## src/rtl/hub_ingress_arbiter_pkg.sv

```systemverilog
// rtl/hub_ingress_arbiter_pkg.sv - shared hub ingress constants and arbiter state type
package hub_ingress_arbiter_pkg;

  localparam int SRC_INDEX_WIDTH = 8;
  localparam logic [SRC_INDEX_WIDTH-1:0] UPSTREAM_SRC_INDEX = 8'hFF;

  typedef enum logic [1:0] {
    ST_RUN,
    ST_DRAINING,
    ST_DRAINED
  } arb_state_e;

endpackage

```

## src/rtl/hub_ingress_arbiter_rr_priority_picker.sv

```systemverilog
// rtl/hub_ingress_arbiter_rr_priority_picker.sv - rotating-priority find-first over N requests
module rr_priority_picker
  import hub_ingress_arbiter_pkg::*;
#(
  parameter int N  = 4,
  parameter int PW = 2
) (
  input  logic [N-1:0]               req_i,
  input  logic [PW-1:0]              ptr_i,
  output logic [N-1:0]               gnt_o,
  output logic [SRC_INDEX_WIDTH-1:0] idx_o,
  output logic                       any_o
);

  localparam logic [N-1:0] ONE = N'(1);

  logic [N-1:0] rot;

  // Rotate so that the channel at ptr_i lands on bit 0; lowest set bit then wins.
  assign rot = N'({req_i, req_i} >> ptr_i);

  always_comb begin
    int off;
    int pos;
    off = 0;
    for (int i = N - 1; i >= 0; i--) begin
      if (rot[i]) off = i;
    end
    pos = int'(ptr_i) + off;
    if (pos >= N) pos = pos - N;
    any_o = |req_i;
    gnt_o = any_o ? (ONE << pos) : '0;
    idx_o = SRC_INDEX_WIDTH'(pos);
  end

endmodule

```

## src/rtl/hub_ingress_arbiter.sv

```systemverilog
// rtl/hub_ingress_arbiter.sv - hub ingress arbiter: upstream-priority with starvation guard, RR downstream, drain handshake
// Optional statistics counters are enabled by defining HUB_ARB_STATS_EN.
module hub_ingress_arbiter
  import hub_ingress_arbiter_pkg::*;
#(
  parameter int HUB_FIFO_WIDTH        = 32,
  parameter int DOWNSTREAM_FIFO_COUNT = 4,
  parameter int MAX_UP_STREAK         = 4
) (
  input  logic                                            clk,
  input  logic                                            reset,
  input  logic [HUB_FIFO_WIDTH-1:0]                       up_in_data,
  input  logic                                            up_in_valid,
  output logic                                            up_in_taken,
  input  logic [DOWNSTREAM_FIFO_COUNT*HUB_FIFO_WIDTH-1:0] dn_in_data,
  input  logic [DOWNSTREAM_FIFO_COUNT-1:0]                dn_in_valid,
  output logic [DOWNSTREAM_FIFO_COUNT-1:0]                dn_in_taken,
  output logic [HUB_FIFO_WIDTH-1:0]                       out_data,
  output logic [7:0]                                      out_index,
  output logic                                            out_valid,
  input  logic                                            out_ready,
  input  logic                                            drain_req,
  output logic                                            drained
`ifdef HUB_ARB_STATS_EN
  ,
  output logic [31:0]                                     stat_up_grants,
  output logic [31:0]                                     stat_dn_grants,
  output logic [31:0]                                     stat_stall_cycles
`endif
);

  localparam int N  = DOWNSTREAM_FIFO_COUNT;
  localparam int W  = HUB_FIFO_WIDTH;
  localparam int PW = (N > 1) ? $clog2(N) : 1;
  localparam int SW = $clog2(MAX_UP_STREAK + 1);
  localparam logic [SW-1:0] STREAK_MAX = SW'(MAX_UP_STREAK);
  localparam logic [SRC_INDEX_WIDTH-1:0] LAST_CH = SRC_INDEX_WIDTH'(N - 1);

  arb_state_e                 state_q, state_d;
  logic                       out_valid_q, out_valid_d;
  logic [W-1:0]               out_data_q, out_data_d;
  logic [SRC_INDEX_WIDTH-1:0] out_index_q, out_index_d;
  logic                       drained_q;
  logic [PW-1:0]              rr_ptr_q, rr_ptr_d;
  logic [SW-1:0]              streak_q, streak_d;

  logic [N-1:0]               pick_gnt;
  logic [SRC_INDEX_WIDTH-1:0] pick_idx;
  logic                       dn_any;
  logic [W-1:0]               dn_sel;
  logic                       can_load, up_win, grant_up, grant_dn;

  rr_priority_picker #(
    .N  (N),
    .PW (PW)
  ) u_picker (
    .req_i (dn_in_valid),
    .ptr_i (rr_ptr_q),
    .gnt_o (pick_gnt),
    .idx_o (pick_idx),
    .any_o (dn_any)
  );

  always_comb begin
    dn_sel = '0;
    for (int i = 0; i < N; i++) begin
      if (pick_gnt[i]) dn_sel = dn_in_data[i*W +: W];
    end
  end

  // Gating with reset keeps the pop strobes quiet while reset is held.
  assign can_load = reset && (!out_valid_q || out_ready) && (state_q == ST_RUN);
  assign up_win   = up_in_valid && (!dn_any || (streak_q < STREAK_MAX));
  assign grant_up = can_load && up_win;
  assign grant_dn = can_load && !up_win && dn_any;

  assign up_in_taken = grant_up;
  assign dn_in_taken = grant_dn ? pick_gnt : '0;

  always_comb begin
    out_valid_d = out_valid_q;
    out_data_d  = out_data_q;
    out_index_d = out_index_q;
    rr_ptr_d    = rr_ptr_q;
    streak_d    = streak_q;
    if (grant_up) begin
      out_valid_d = 1'b1;
      out_data_d  = up_in_data;
      out_index_d = UPSTREAM_SRC_INDEX;
      streak_d    = (streak_q == STREAK_MAX) ? streak_q : streak_q + SW'(1);
    end else if (grant_dn) begin
      out_valid_d = 1'b1;
      out_data_d  = dn_sel;
      out_index_d = pick_idx;
      streak_d    = '0;
      rr_ptr_d    = (pick_idx == LAST_CH) ? '0 : PW'(pick_idx + 8'd1);
    end else if (out_valid_q && out_ready) begin
      out_valid_d = 1'b0;
    end
  end

  always_comb begin
    state_d = state_q;
    unique case (state_q)
      ST_RUN: begin
        if (drain_req) state_d = ST_DRAINING;
      end
      ST_DRAINING: begin
        if (!drain_req) state_d = ST_RUN;
        else if (!out_valid_q || out_ready) state_d = ST_DRAINED;
      end
      ST_DRAINED: begin
        if (!drain_req) state_d = ST_RUN;
      end
      default: state_d = ST_RUN;
    endcase
  end

  always_ff @(posedge clk or negedge reset) begin
    if (!reset) begin
      state_q     <= ST_RUN;
      out_valid_q <= 1'b0;
      out_data_q  <= '0;
      out_index_q <= '0;
      drained_q   <= 1'b0;
      rr_ptr_q    <= '0;
      streak_q    <= '0;
    end else begin
      state_q     <= state_d;
      out_valid_q <= out_valid_d;
      out_data_q  <= out_data_d;
      out_index_q <= out_index_d;
      drained_q   <= (state_d == ST_DRAINED);
      rr_ptr_q    <= rr_ptr_d;
      streak_q    <= streak_d;
    end
  end

  assign out_valid = out_valid_q;
  assign out_data  = out_data_q;
  assign out_index = out_index_q;
  assign drained   = drained_q;

`ifdef HUB_ARB_STATS_EN
  logic [31:0] stat_up_q, stat_dn_q, stat_stall_q;

  always_ff @(posedge clk or negedge reset) begin
    if (!reset) begin
      stat_up_q    <= '0;
      stat_dn_q    <= '0;
      stat_stall_q <= '0;
    end else begin
      if (grant_up) stat_up_q <= stat_up_q + 32'd1;
      if (grant_dn) stat_dn_q <= stat_dn_q + 32'd1;
      if (out_valid_q && !out_ready) stat_stall_q <= stat_stall_q + 32'd1;
    end
  end

  assign stat_up_grants    = stat_up_q;
  assign stat_dn_grants    = stat_dn_q;
  assign stat_stall_cycles = stat_stall_q;
`endif

endmodule

```

## config.mk

```make
export PLATFORM = sky130hd
export DESIGN_NAME = hub_ingress_arbiter
export DESIGN_NICKNAME = d
export VERILOG_FILES = /design/src/rtl/hub_ingress_arbiter_pkg.sv /design/src/rtl/hub_ingress_arbiter_rr_priority_picker.sv /design/src/rtl/hub_ingress_arbiter.sv
export SDC_FILE = /design/constraint.sdc
export NUM_CORES = 1
export LEC_CHECK = 0
export CAP_MARGIN = 40
export CELL_PAD_IN_SITES_DETAIL_PLACEMENT = 1
export CELL_PAD_IN_SITES_GLOBAL_PLACEMENT = 1
export CORE_MARGIN = 2
export CORE_UTILIZATION = 27
export DETAILED_ROUTE_END_ITERATION = 6
export PLACE_DENSITY_LB_ADDON = 0.1
export SLEW_MARGIN = 15
export SYNTH_ARGS = -nofsm -noshare
export SYNTH_HDL_FRONTEND = slang
export SYNTH_HIERARCHICAL = 1
export SYNTH_SLANG_ARGS = --single-unit
```

## constraint.sdc

```tcl
create_clock -name clk -period 5.2 [get_ports clk]
set_clock_uncertainty 0.15 [all_clocks]
set_input_delay 1.04 -clock clk [delete_from_list [all_inputs] [get_ports clk]]
set_output_delay 1.04 -clock clk [all_outputs]
set_load 0.01 [all_outputs]
```

==> reports/metrics.cfg <==
[final_layout]
area.growth.synth_to_final_pct=68.9
final_cell_mix=clkdlybuf4s50_1 (211), dfrtp_1 (49), nand2_1 (40), o21ai_0 (36)
n_antenna_cell=0
layout.nets=747
drive_gt1_share_pct=12.7
final_common_cell=clkdlybuf4s50_1
final_util_pct=46.4

[clock_tree]
cts_tree=yes
path_clk_slew_ps=70
clock_sinks=49
htreeDepth=2
cts_root_buf=clkbuf_16
cts_made_buffers=5
cts_buffer_depth=2
postCtsHoldBufs=0
clk-insertion-delay-late_ps=300

[setup_path]
crit_chain=clkdlybuf4s50_1 -> nor2_1 -> or4_1 -> nand4_1 -> ha_1 -> inv_1 -> fa_1 -> inv_1 -> nor3_2 -> inv_1 -> nor2_1 -> clkdlybuf4s50_1
max_stage_delay_ps=560
worstPathArrival_ps=3870
worstPathRequired_ps=4010
endpoint_kind=output pin
critPathLaunchType=primary input
path_class=in -> out
crit_slowest_cell=clkdlybuf4s50_1
crit_top_cell=inv_1
crit_fanout=4

[detailed_routing]
wl_per_cell_um=20.4
first_pass_iters=4
via_per_inst=5.23
ant_nets=0
drc=0
routed_wirelength_um=15300
vias=3926
drtIter0Drc=112

[yosys]
yosysSeqAreaShare_pct=34.0
synth-edff-count=0
synth_seq_cells=49
syn_area_mm2=0.00361
synth.distinct_cells=52
synth_cells=372
yosys_warnings=6
async_reset_ff_share_pct=100
syn_avg_cell_area_um2=9.69
synth-main-ff-cell=dfrtp_1

[power_and_ir_drop]
power.density_mw_per_mm2=646
ir_drop_v=0.000375
p_leak_nw=2.35

[global_route]
grt_max_degree=51
antenna_found_initial=0
use_met2_pct=37.3
track_usage_pct=21.2
grt_overflow=0
globalRouteMet1Util_pct=25.2
grt_util_met3_pct=6.18
grt_pass1_wl_um=23500
grt_pass1_vias=4262
busiest_layer=met2

[floorplan]
num_io_pins=216
dieArea_mm2=0.0143
fp.dieH_um=120
fp.dieW_um=120
coreArea_mm2=0.0131
start_util_pct=27.4
rows=42

[place]
port_buffers=215
hpwlAfterDp_um=10900
place.gp.congestion=0.838
place_ws_ps=-6.66

[sta]
grt_setup_unrepaired=no
tightest_slew_ps=686
setup_ws_ps=140
hold_viol_final=0
fmax_mhz=198
fin_crit_sh_pct=97.3
layout_min_cycle_time_ps=5060
setup_viol_count_final=0
max-slew-margin-rel_pct=54.3
maxSlewViolCount=0

[run]
cap_violations=0

[min_path]
hp-class=reg -> reg

[outcome]
status=complete, no violations

## layer usage
| layer | part of all wire, % | vias to the layer above |
|---|---|---|
| li1 | - | 1824 |
| met1 | 41 | 1943 |
| met2 | 50 | 137 |
| met3 | 7.3 | 22 |
| met4 | 2.0 | 0 |
| met5 | 0 | - |
## report_power, final
part	total (mW)	internal [mW]	switching, mW
registers	0.644	0.537	0.108
logic	2.86	1.41	1.45
clock network	0.434	0.278	0.156
total	3.94	2.23	1.71
## registers in the layout, summed over array words and instances (netlist names)
| register | count |
|---|---|
| rr_ptr_q | 2 |
| state_q | 2 |
| streak_q | 3 |
| out_valid | 1 |
| out_data | 32 |
| drained | 1 |
| out_index | 8 |
## synthesized netlist by cell type (all sizes together), types with 2 or more instances
cell / n / share of area, %
and3b: 2 / 0.49
nand2b: 3 / 0.52
inv: 13 / 1.4
o31ai: 2 / 0.42
o21a: 32 / 6.7
dfrtp: 49 / 34
nand2: 40 / 4.2
buf: 24 / 5.6
o211ai: 2 / 0.42
nor4: 3 / 0.69
nand3: 2 / 0.42
o22a: 7 / 1.7
and2: 2 / 0.35
a221oi: 32 / 13
ha: 4 / 1.4
clkbuf: 20 / 2.1
o21ai: 67 / 9.3
nor2: 7 / 0.73
and3: 2 / 0.35
mux2i: 3 / 0.83
nor3: 2 / 0.28
a221o: 32 / 8.9
nor3b: 2 / 0.73
## through the flow
stage	power [mW]	area, um2	hold slack [ps]	setup TNS [ps]	cells
floorplan	2.58	3620	319	0	377
global placement	3.40	5860	319	0	741
detailed placement	3.53	5880	325	-6.66	742
CTS	3.97	6080	340	0	750
global route	4.22	6090	365	0	750
finish	3.94	6090	333	0	750
## path summary, 6_finish.rpt
path / slack [ps] / cells after the start / startpoint / to
max reg2reg: 1250 / 13 / rr_ptr_q[0] / out_data[20]
min reg2reg: 330 / 2 / out_data[25] / out_data[25]
min in group asynchronous: 750 / 2 / reset / out_index[7]
max: 140 / 12 / dn_in_valid[3] / dn_in_taken[0]
min: 330 / 2 / out_data[25] / out_data[25]
max in group asynchronous: 3700 / 2 / reset / out_data[24]
## critical path, delay by kind of cell
kind                     cells  cell delay, ps
buffers and inverters        5            1260
AND/OR/NAND/NOR              5             910
adder cells (fa/ha/maj)      2             650
## layout make-up
cell class / count / area, um2
Clock buffer: 5 / 125
Clock inverter: 3 / 68.8
Fill cell: 1517 / 7050
Inverter: 13 / 51.3
Multi-Input combinational cell: 271 / 2090
Sequential cell: 49 / 1230
Tap cell: 176 / 220
Timing Repair Buffer: 233 / 2310
## timing repair
action | 4_1_cts | 5_1_grt
setup endpoints to repair | 1 | 4
pin swaps | 0 | 1
gates resized for setup | 1 | 3
buffers inserted | 0 | 0
## logic make-up (layout without fill, tap and decap cells)
family / count (synthesis) / after routing / share of synthesized area [%]
AOI/OAI and AO/OA: 182 / 182 / 42.9
and+or+nand+nor: 74 / 74 / 10.8
buffers and inverters: 57 / 254 / 9.13
DFF: 49 / 49 / 34.0
adders and majority gates: 5 / 5 / 1.94
muxes: 3 / 3 / 0.833
other: 1 / 6 / 0.104
xor gates and xnor gates: 1 / 1 / 0.243
Note: power is estimated with default switching activity, not from simulation.
